===== src/rtl/piso_serializer.sv =====
// piso_serializer
// ---------------------------------------------------------------------------
// Parallel-in, serial-out stage. A WIDTH-bit word is accepted over a
// valid/ready handshake and driven onto dout one bit per clock, either MSB
// first (LSB_FIRST=0) or LSB first (LSB_FIRST=1). Words may follow each other
// with no idle cycle: load_ready rises while the final bit of the current word
// is on the line, so the next word's first bit directly follows it.
//
// Optional feature (compile-time macro PARITY_TX_EN):
//   defined   - every word is followed by one extra cycle carrying the
//               even-parity bit of the captured data (WIDTH+1 cycles/word).
//   undefined - no parity cycle; a word occupies exactly WIDTH cycles.
//
// Ports:
//   clk        - system clock, all logic on the rising edge
//   rst        - synchronous active-high reset; discards any word in flight
//   din        - parallel word to transmit
//   load_valid - din is valid this cycle
//   load_ready - block accepts a word this cycle (combinational, 0 during rst)
//   dout       - registered serial data out
//   dout_valid - registered, dout carries a live bit
//   busy       - a word (data or parity bit) is on the line (= dout_valid)
//   done       - registered, high together with the final bit of a word
// ---------------------------------------------------------------------------
module piso_serializer #(
  parameter int WIDTH     = 8,
  parameter bit LSB_FIRST = 1'b0
) (
  input  logic             clk,
  input  logic             rst,
  input  logic [WIDTH-1:0] din,
  input  logic             load_valid,
  output logic             load_ready,
  output logic             dout,
  output logic             dout_valid,
  output logic             busy,
  output logic             done
);

  localparam int CW = $clog2(WIDTH);
  // Counter value while the final data bit is on dout, and the one before.
  localparam logic [CW-1:0] LAST     = CW'(WIDTH - 1);
  localparam logic [CW-1:0] PRE_LAST = CW'(WIDTH - 2);

`ifdef PARITY_TX_EN
  typedef enum logic [1:0] {
    ST_IDLE   = 2'b00,
    ST_SHIFT  = 2'b01,
    ST_PARITY = 2'b10
  } state_t;

  // Even parity: the bit that makes the total count of ones even.
  function automatic logic even_parity(input logic [WIDTH-1:0] data);
    even_parity = ^data;
  endfunction
`else
  typedef enum logic [1:0] {
    ST_IDLE  = 2'b00,
    ST_SHIFT = 2'b01
  } state_t;
`endif

  state_t           state_q, state_d;
  logic [WIDTH-1:0] shreg_q, shreg_d;     // bits still to be sent, next bit at the output end
  logic [CW-1:0]    cnt_q, cnt_d;         // index of the data bit currently on dout
  logic             dout_q, dout_d;
  logic             dout_valid_q, dout_valid_d;
  logic             done_q, done_d;
`ifdef PARITY_TX_EN
  logic             par_q, par_d;         // parity of the word in flight
`endif

  logic             last_bit;             // final bit of the current word is on dout
  logic             accept;
  logic             first_bit;            // first bit of din in transmit order
  logic [WIDTH-1:0] load_shreg;           // din with its first bit already consumed
  logic             next_bit;             // next bit of the word in flight
  logic [WIDTH-1:0] shift_shreg;          // shreg after consuming next_bit

  // Identify the cycle holding the last bit of a word on the line.
`ifdef PARITY_TX_EN
  assign last_bit = (state_q == ST_PARITY);
`else
  assign last_bit = (state_q == ST_SHIFT) && (cnt_q == LAST);
`endif

  assign load_ready = ~rst & ((state_q == ST_IDLE) | last_bit);
  assign accept     = load_valid & load_ready;

  // Bit-order dependent selection of the bits leaving the shift register.
  always_comb begin
    first_bit   = 1'b0;
    load_shreg  = '0;
    next_bit    = 1'b0;
    shift_shreg = '0;
    if (LSB_FIRST) begin
      first_bit   = din[0];
      load_shreg  = {1'b0, din[WIDTH-1:1]};
      next_bit    = shreg_q[0];
      shift_shreg = {1'b0, shreg_q[WIDTH-1:1]};
    end else begin
      first_bit   = din[WIDTH-1];
      load_shreg  = {din[WIDTH-2:0], 1'b0};
      next_bit    = shreg_q[WIDTH-1];
      shift_shreg = {shreg_q[WIDTH-2:0], 1'b0};
    end
  end

  // Next-state and next-output logic for the serializer FSM.
  always_comb begin
    state_d      = state_q;
    shreg_d      = shreg_q;
    cnt_d        = cnt_q;
    dout_d       = 1'b0;
    dout_valid_d = 1'b0;
    done_d       = 1'b0;
`ifdef PARITY_TX_EN
    par_d        = par_q;
`endif

    case (state_q)
      ST_IDLE: begin
        if (accept) begin
          state_d      = ST_SHIFT;
          shreg_d      = load_shreg;
          cnt_d        = '0;
          dout_d       = first_bit;
          dout_valid_d = 1'b1;
`ifdef PARITY_TX_EN
          par_d        = even_parity(din);
`endif
        end else begin
          state_d = ST_IDLE;
          cnt_d   = '0;
        end
      end

      ST_SHIFT: begin
        if (cnt_q == LAST) begin
`ifdef PARITY_TX_EN
          // Data exhausted: the parity bit ends the word.
          state_d      = ST_PARITY;
          dout_d       = par_q;
          dout_valid_d = 1'b1;
          done_d       = 1'b1;
`else
          // Final data bit is on the line; chain the next word if offered.
          if (accept) begin
            state_d      = ST_SHIFT;
            shreg_d      = load_shreg;
            cnt_d        = '0;
            dout_d       = first_bit;
            dout_valid_d = 1'b1;
          end else begin
            state_d = ST_IDLE;
            cnt_d   = '0;
          end
`endif
        end else begin
          state_d      = ST_SHIFT;
          shreg_d      = shift_shreg;
          cnt_d        = cnt_q + 1'b1;
          dout_d       = next_bit;
          dout_valid_d = 1'b1;
`ifdef PARITY_TX_EN
          done_d       = 1'b0;
`else
          done_d       = (cnt_q == PRE_LAST);
`endif
        end
      end

`ifdef PARITY_TX_EN
      ST_PARITY: begin
        // Parity bit is on the line; chain the next word if offered.
        if (accept) begin
          state_d      = ST_SHIFT;
          shreg_d      = load_shreg;
          cnt_d        = '0;
          dout_d       = first_bit;
          dout_valid_d = 1'b1;
          par_d        = even_parity(din);
        end else begin
          state_d = ST_IDLE;
          cnt_d   = '0;
        end
      end
`endif

      default: begin
        state_d = ST_IDLE;
        shreg_d = '0;
        cnt_d   = '0;
      end
    endcase
  end

  // State, datapath and output registers with synchronous reset.
  always_ff @(posedge clk) begin
    if (rst) begin
      state_q      <= ST_IDLE;
      shreg_q      <= '0;
      cnt_q        <= '0;
      dout_q       <= 1'b0;
      dout_valid_q <= 1'b0;
      done_q       <= 1'b0;
`ifdef PARITY_TX_EN
      par_q        <= 1'b0;
`endif
    end else begin
      state_q      <= state_d;
      shreg_q      <= shreg_d;
      cnt_q        <= cnt_d;
      dout_q       <= dout_d;
      dout_valid_q <= dout_valid_d;
      done_q       <= done_d;
`ifdef PARITY_TX_EN
      par_q        <= par_d;
`endif
    end
  end

  assign dout       = dout_q;
  assign dout_valid = dout_valid_q;
  assign busy       = dout_valid_q;
  assign done       = done_q;

endmodule


===== config.mk =====
export PLATFORM = sky130hd
export DESIGN_NAME = piso_serializer
export DESIGN_NICKNAME = d
export VERILOG_FILES = /design/src/rtl/piso_serializer.sv
export SDC_FILE = /design/constraint.sdc
export NUM_CORES = 1
export LEC_CHECK = 0
export CORE_UTILIZATION = 46
export CTS_CLUSTER_SIZE = 28
export DETAILED_ROUTE_END_ITERATION = 12
export PLACE_DENSITY_LB_ADDON = 0.25
export SLEW_MARGIN = 20
export SYNTH_ARGS = -nofsm -noshare
export SYNTH_HDL_FRONTEND = slang
export SYNTH_SLANG_ARGS = --single-unit

===== constraint.sdc =====
create_clock -name clk -period 1.7 [get_ports clk]
set_input_delay 0.34 -clock clk [delete_from_list [all_inputs] [get_ports clk]]
set_output_delay 0.34 -clock clk [all_outputs]
set_load 0.02 [all_outputs]

* After elaboration in Yosys (flattened, before gate mapping)
Index checks and enable logic that the tools add are counted.
Operators by class: add/sub/neg operators 1, equal/unequal tests 3, muxes and demuxes 12, bitwise logic cells 5, reductions and logical operators 3
Operators with widths (number):
- $mux 8 | 2
- $pmux 8 s2 | 1
- $eq 3x3->1 const B | 2
- $mux 1 | 5
- $pmux 1 s2 | 2
- $pmux 2 s2 | 1
- $add 3x1->3 const B | 1
- $reduce_or 3->1 | 1
- $and 1x1->1 | 2
- $eq 2x1->1 const B | 1
- $logic_not 2->1 | 1
- $mux 2 | 1
- $not 1->1 | 2
- $logic_and 1x1->1 | 1
- $or 1x1->1 | 1
Word-level totals: register bits 16, word-level logic and storage cells 30

* Longest topological paths before layout
Gate-level depths: netlist of the first run.
depth in word-level cells 8, mapped depth 5, depth with buffers taken out 4

* Worst setup path after synthesis of the first run
Ideal clock, no wire load.
kind register -> output, from register cnt_q[0], to output load_ready, data arrival time 1.202 ns, slack 0.158 ns, cell stages (with the launch flop) 6, cells stage by stage dfxtp_1 > ha_1 > ha_1 > nor2b_1 > buf_6 > nor2_1
Between the ends: word-level cells in the longest chain between the ends 4
RTL lines:
- start: declaration | RTL line 65 | logic [CW-1:0] cnt_q, cnt_d;
- start signal: assignment | RTL line 213 | cnt_q <= cnt_d;
- $eq 3x3->1 | RTL line 84 | assign last_bit = (state_q == ST_SHIFT) && (cnt_q == LAST);
- $logic_and 1x1->1 | RTL line 84
- $or 1x1->1 | RTL line 87 | assign load_ready = ~rst & ((state_q == ST_IDLE) | last_bit);
- $and 1x1->1 | RTL line 87
- end: declaration | RTL line 33 | output logic load_ready,
No other way between the ends.

* Worst setup path in the final report of the first run
Same ends and word-level chain as after synthesis.

==> key figures, run 1 <==
Timing
  – Setup TNS: 0 ps
  – Final setup vio count: 0
  – Crit share post-route: 96.4%
  – Min Clock Period, post-route: 1640 ps
  – Rel. slew slack: a little under nine tenths
  – Worst Skew: 4.96 ps
  – Transition time of the tightest slew-check pin: 213 ps
  – Fmax: 610 MHz
  – Endpoints failing hold: 0
  – Slew Limit Fails: 0

Worst setup path
  – Type of origin of the critical path: register
  – Critical path endpoint category: output pin
  – Critical path cell sequence: ha_2 -> ha_2 -> nor2b_2 -> nor2_1 -> buf_4
  – Most used cell, CP: ha_2
  – R2R cell count: 5
  – Worst R2R Start: cnt_q[0]
  – Reg2reg setup slack: 190 ps
  – Worst EP arrival: 1300 ps
  – Crit path required time: about 1400 ps
  – Critical path's slowest cell: dfxtp_2
  – Critical path launch point: cnt_q[0]
  – Slowest stage delay, CP: 330 ps
  – Max Fanout on Critical Path: 2
  – Crit path to: load_ready
  – FF-to-FF End: shreg_q[1]
  – Setup CP Type: reg2out

Route
  – Antenna-violating nets left: 0
  – DRC errors left: 0
  – Routed wire per std cell: 13.2 um
  – 1st-pass router iterations: 2
  – Drt total wl: 1230 um
  – DR vias: approximately 500
  – DRT iter0 DRCs: 3
  – Vias per inst: 5.34

Die
  – Die width: 39.5 um
  – Site Rows: 13
  – Die Height: 39.5 um
  – Initial Util: 49.7%
  – Overall die area: around 1600 sq um
  – IO Pins: 16
  – Core area: between 1000 and 1500 sq um

Place
  – Port Buffers: 15
  – Placer Congestion: about 0.67
  – Placed cell area: approximately 800 sq um
  – Post-DP HPWL: between 700 and 800 um

Logic synthesis
  – Cell count after synthesis: 59
  – Register area share after synthesis: 43.3%
  – Netlist cell types: 16
  – Yosys reg bits: 14
  – Synth Area per Inst: 11.0 sq um
  – Synth Net Count: 73
  – Synth warnings: 0
  – Mapped Area: 647 sq um

Worst hold path
  – Min-delay worst type: reg2reg
  – Worst hold stages: 2

Clock tree
  – CTS Sinks: 14
  – Htree depth: 1
  – Clock transition at path regs: 80 ps
  – CTS tree: yes
  – Root Buffer: clkbuf_4
  – Maximum buffer depth of the clock tree: 2
  – Post-CTS Hold Buffers: 0
  – Post-CTS Setup Inserts: 0
  – Num CTS Buffers: 3
  – Clock latency at the later pin of the worst-skew pair: 270 ps

Global routing
  – Grt peak-use layer: met2
  – Global-route wire length before repair: approximately 1700 um
  – Grt met1 use: 18.6%
  – Largest net degree at the start of global routing: 20
  – Initial antenna violation count: 0
  – Met3 usage: 5.11%
  – Total gr overflow: 0
  – Vias in the first global route: 410
  – Gr usage total: roughly 16%
  – GR Layer Usage met2: 26.2%

Run status
  – Status: complete, no violations

Finish
  – Final nets: 94
  – Fill count: 129
  – Post-layout instance area: 847 sq um
  – Share of layout cells above drive strength 1: 19.2%
  – Ant diodes: 0
  – Area Growth Syn to Fin: 30.9%

Power and ir drop
  – Power Total: 0.652 mW
  – Pwr dens: 770 nW/um^2
  – Leakage: 0.347 nW
  – Worst VDD drop: 0.000523 V

Run
  – Max-cap check violation count: 0
[power by group]
part	internal, mW	switching, mW	leakage [nW]
clock	0.0819	0.102	0.0138
combinational	0.0641	0.0511	0.218
sequential	0.345	0.00787	0.115
[flip-flops by register name, indices dropped and copies added, names as in the netlist]
signal / flops
done: 1
dout: 1
cnt_q: 3
shreg_q: 8
busy: 1
[per-layer routing]
metal,vias to the layer above,routed length [um],share of wire [%]
met5,-,0,0
met4,0,12,0.98
met3,2,49,4.0
met2,10,555,45
met1,231,607,50
li1,254,-,-
[worst max-delay path, delay by kind of cell (launching register included)]
kind                       cells  cell delay [ps]
adders and majority gates      2              360
DFF                            1              330
and+or+nand+nor                2              190
buffers and inverters          1              150
[timing repair]
action	CTS	global route
pin swaps	0	1
gates resized for setup	7	4
setup endpoints to repair	3	1
[cell type report]
class / instances / area, sq um / share of cell area, %
timing repair buffer: 21 / 190 / 22.5
inverter: 3 / 11.3 / 1.33
multi-input combinational: 37 / 323 / 38.1
clock buffer: 3 / 22.5 / 2.66
tap: 15 / 18.8 / 2.22
sequential: 14 / 282 / 33.2
[through the flow]
step	setup slack, ps	utilization (%)	hold slack, ps	instances
after floorplan	158	-	414	59
after global placement	-93.4	63.1	429	90
after detailed placement	-100	63.1	441	90
after CTS	29.9	64.4	451	93
after global routing	-22.4	65.1	469	93
final	60.5	65.1	448	93
[cells in the final DEF (no fill, tap or decap)]
cell type / n
clkbuf_4: 3
clkdlybuf4s50_1: 12
o21ai_0: 1
ha_2: 2
dlygate4sd2_1: 2
dfxtp_1: 13
ha_1: 1
nor4b_1: 1
nor2b_2: 1
dfxtp_2: 1
nand2_1: 2
inv_1: 3
o31ai_1: 8
nor2_1: 5
nand4bb_1: 1
buf_4: 7
or3b_4: 1
or4bb_1: 7
mux2i_1: 7
[cell families (layout without fill, tap and decap cells)]
logic type	Yosys count	count (layout)	synth area share, %
compound gates	9	9	10.1
mux	7	7	10.8
flops	14	14	43.3
simple gates	18	18	22.1
buf+inv	8	27	7.93
fa+ha+maj	3	3	5.80
[synth_stat cells]
library cell	instances	area, sq um
dfxtp_1	14	280
o31ai_1	8	60.1
mux2i_1	7	70.1
or4bb_1	7	78.8
nor2_1	5	18.8
ha_1	3	37.5
inv_1	3	11.3
buf_2	2	10.0
buf_6	2	22.5
nand2_1	2	7.51
buf_4	1	7.51
nand4bb_1	1	11.3
nor2b_1	1	6.26
nor4b_1	1	8.76
o21ai_0	1	5.00
or3b_4	1	11.3
[worst min-delay path by stage]
stage / startpoint / to / slack (ps)
6_report: cnt_q[2] / done / 450
5_1_grt: cnt_q[2] / done / 470
4_1_cts: cnt_q[2] / done / 450
3_5_place_dp: cnt_q[2] / done / 440
3_3_place_gp: cnt_q[2] / done / 430
2_1_floorplan: cnt_q[2] / done / 410
(Power assumes the default switching activity.)
==> run 2, diff against run 1 <==
--- a/config.mk
+++ b/config.mk
@@ -8,6 +8,7 @@
 export CORE_UTILIZATION = 46
 export CTS_CLUSTER_SIZE = 28
 export DETAILED_ROUTE_END_ITERATION = 12
+export GPL_TIMING_DRIVEN = 0
 export PLACE_DENSITY_LB_ADDON = 0.25
 export SLEW_MARGIN = 20
 export SYNTH_ARGS = -nofsm -noshare
==> run 2 against run 1 <==
  * Register-to-register slack about the same
  * Via count down 1.2%
  * Sequential power is 2% higher
  * Sequential share of layout area is 0.38 points lower
  * Clock power about the same
==> key figures, run 2 (synthesized netlist as in run 1, its figures left out) <==
Worst setup path
  – Reg2reg setup slack: 180 ps (was 190 ps)
  – FF-to-FF End: shreg_q[2] (was shreg_q[1])
  – Crit path required time: 1360 ps (about the same)
  – Worst EP arrival: 1300 ps (about the same)
  – R2R cell count: 5 (unchanged)
  – Max Fanout on Critical Path: 6 (was 2)
  – Critical path endpoint category: output pin (unchanged)
  – Worst R2R Start: cnt_q[0] (unchanged)
  – Setup CP Type: reg2out (unchanged)
  – Type of origin of the critical path: register (unchanged)

Route
  – DRC errors left: 0 (unchanged)
  – Vias per inst: 5.34 (about the same)
  – Antenna-violating nets left: 0 (unchanged)
  – 1st-pass router iterations: 2 (unchanged)
  – DR vias: 491 (was 497)
  – Routed wire per std cell: 14.6 um (was 13.2 um)
  – Drt total wl: 1350 um (was 1230 um)
  – DRT iter0 DRCs: 10 (was 3)

Global routing
  – Vias in the first global route: 451 (was 410)
  – Total gr overflow: 0 (unchanged)
  – Gr usage total: 19.7% (was 16.4%)
  – Initial antenna violation count: 0 (unchanged)
  – Global-route wire length before repair: 1930 um (was 1690 um)
  – Largest net degree at the start of global routing: 20 (unchanged)

Place
  – Port Buffers: 14 (was 15)
  – Placed Instances: 88 (was 90)
  – Pre-CTS setup slack: -453 ps (was -100 ps)
  – Placer Congestion: 0.638 (was 0.669)
  – Post-DP HPWL: 809 um (was 792 um)

Finish
  – Max reg flops: 8 (unchanged)
  – Share of layout cells above drive strength 1: 22.1% (was 19.2%)
  – Most frequent cells in the layout: dfxtp_1, clkdlybuf4s50_1, o31ai_1, mux2i_1, or4bb_1 (was dfxtp_1, clkdlybuf4s50_1, o31ai_1)
  – Fill count: 114 (was 129)
  – Layout Cells excl Fill: 92 (was 93)
  – Final nets: 93 (was 94)
  – Ant diodes: 0 (unchanged)
  – Leading registers by flop count: shreg_q (8), cnt_q (3) (unchanged)
  – Register bank with the most flops: shreg_q (unchanged)
  – Area Growth Syn to Fin: 34.8% (was 30.9%)

Timing
  – Crit share post-route: 96.4% (about the same)
  – RSZ-0062 raised after global routing: yes
  – Slew Limit Fails: 0 (unchanged)
  – Endpoints failing hold: 0 (unchanged)
  – Final setup vio count: 0 (unchanged)
  – Rel. slew slack: 82.3% (was 85.6%)
  – Worst Skew: 2.40 ps (was 4.96 ps)
  – Final worst setup slack: 60.7 ps (was 60.5 ps)
  – Transition time of the tightest slew-check pin: 262 ps (was 213 ps)
  – Min Clock Period, post-route: 1640 ps (about the same)
  – Fmax: 610 MHz (about the same)

Power and ir drop
  – P_sw: 0.164 mW (was 0.161 mW)
  – Pwr dens: 750 nW/um^2 (was 770 nW/um^2)
  – Sw Share: 25.1% (was 24.7%)
  – Leakage: 0.358 nW (was 0.347 nW)
  – Sequential Power Share: 54.9% (was 54.1%)
  – Internal power: 0.490 mW (was 0.491 mW)
  – Logic pwr share: 16.9% (was 17.7%)
  – Clock power frac: 28.2% (about the same)
  – Worst VDD drop: 0.000514 V (was 0.000523 V)

Run status
  – Status: complete, no violations (unchanged)

Die
  – Die Height: 39.5 um (unchanged)
  – Site Rows: 13 (unchanged)
  – Overall die area: 1560 sq um (unchanged)
  – Core area: 1300 sq um (unchanged)
  – Initial Util: 49.7% (unchanged)
  – Die width: 39.5 um (unchanged)
  – IO Pins: 16 (unchanged)

Run
  – Max-cap check violation count: 0 (unchanged)

Clock tree
  – Num CTS Buffers: 3 (unchanged)
  – Htree depth: 1 (unchanged)
  – CTS Sinks: 14 (unchanged)
  – Clock latency at the later pin of the worst-skew pair: 270 ps (about the same)
  – CTS tree: yes (unchanged)
  – Root Buffer: clkbuf_4 (unchanged)
  – Clock transition at path regs: 80 ps (about the same)
  – Post-CTS Hold Buffers: 0 (unchanged)
  – Maximum buffer depth of the clock tree: 2 (unchanged)

Worst hold path
  – Min-delay worst type: in2reg (was reg2reg)
  – Worst hold stages: 3 (was 2)
  – Endpoint, Worst Hold: busy (was done)
  – Min-delay src: load_valid (was cnt_q[2])
-- run 2: cell count changes in the layout (fill, tap and decap cells not counted), sizes merged --
cell / delta
clkdlybuf4s50: -1
dlygate4sd2: -1
dlymetal6s2s: +1
-- run 2: routing by layer --
metal  GRT usage [%]  vias up  share of wire [%]
li1                -      253                  -
met1            22.4      221                 46
met2            33.2       15                 49
met3            5.11        2                3.8
met4            10.3        0               0.89
met5               0        -                  0
-- run 2: cell type report --
cell class | count | area (sq um) | area share [%]
Inverter | 3 | 11.3 | 1.29
Sequential cell | 14 | 287 | 32.9
Timing Repair Buffer | 17 | 161 | 18.5
Multi-Input combinational cell | 37 | 348 | 39.9
Buffer | 3 | 23.8 | 2.73
Clock buffer | 3 | 22.5 | 2.58
Tap cell | 15 | 18.8 | 2.15
-- run 2: worst max-delay path, stage by stage (launching register included) --
cell	delay, ps
dfxtp_4	360
ha_4	160
ha_4	180
nor2b_4	120
nor2_1	50
buf_4	150
-- run 2: what timing repair did --
item                       in CTS  in global routing
setup endpoints to repair       3                  2
pin swaps                       0                  1
buffers inserted                1                  2
gates resized for setup        11                  6
-- run 2: worst max-delay path by stage --
stage                   from         end  cells after the start
floorplan           cnt_q[0]  load_ready                      5
global placement         rst  load_ready                      5
detailed placement       rst  load_ready                      5
CTS                 cnt_q[0]  load_ready                      6
global route        cnt_q[0]  load_ready                      5
finish              cnt_q[0]  load_ready                      5
-- run 2: through the flow --
step	hold slack, ps	utilization [%]	area (sq um)	setup TNS (ps)	power [mW]
after floorplan	414	-	647	0	0.429
after global placement	424	61.9	806	-455	0.475
after detailed placement	430	61.9	806	-453	0.478
after CTS	427	64.9	845	-52.9	0.664
after global routing	423	67.0	872	-13.8	0.696
final	439	67.0	872	0	0.654
-- run 2: power by group through the flow --
stage	clock network [mW]	logic, mW	registers [mW]
after global routing	0.215	0.119	0.361
after detailed placement	0	0.113	0.365
after global placement	0	0.110	0.364
final	0.184	0.111	0.359
after CTS	0.192	0.113	0.358
after floorplan	0	0.0634	0.365
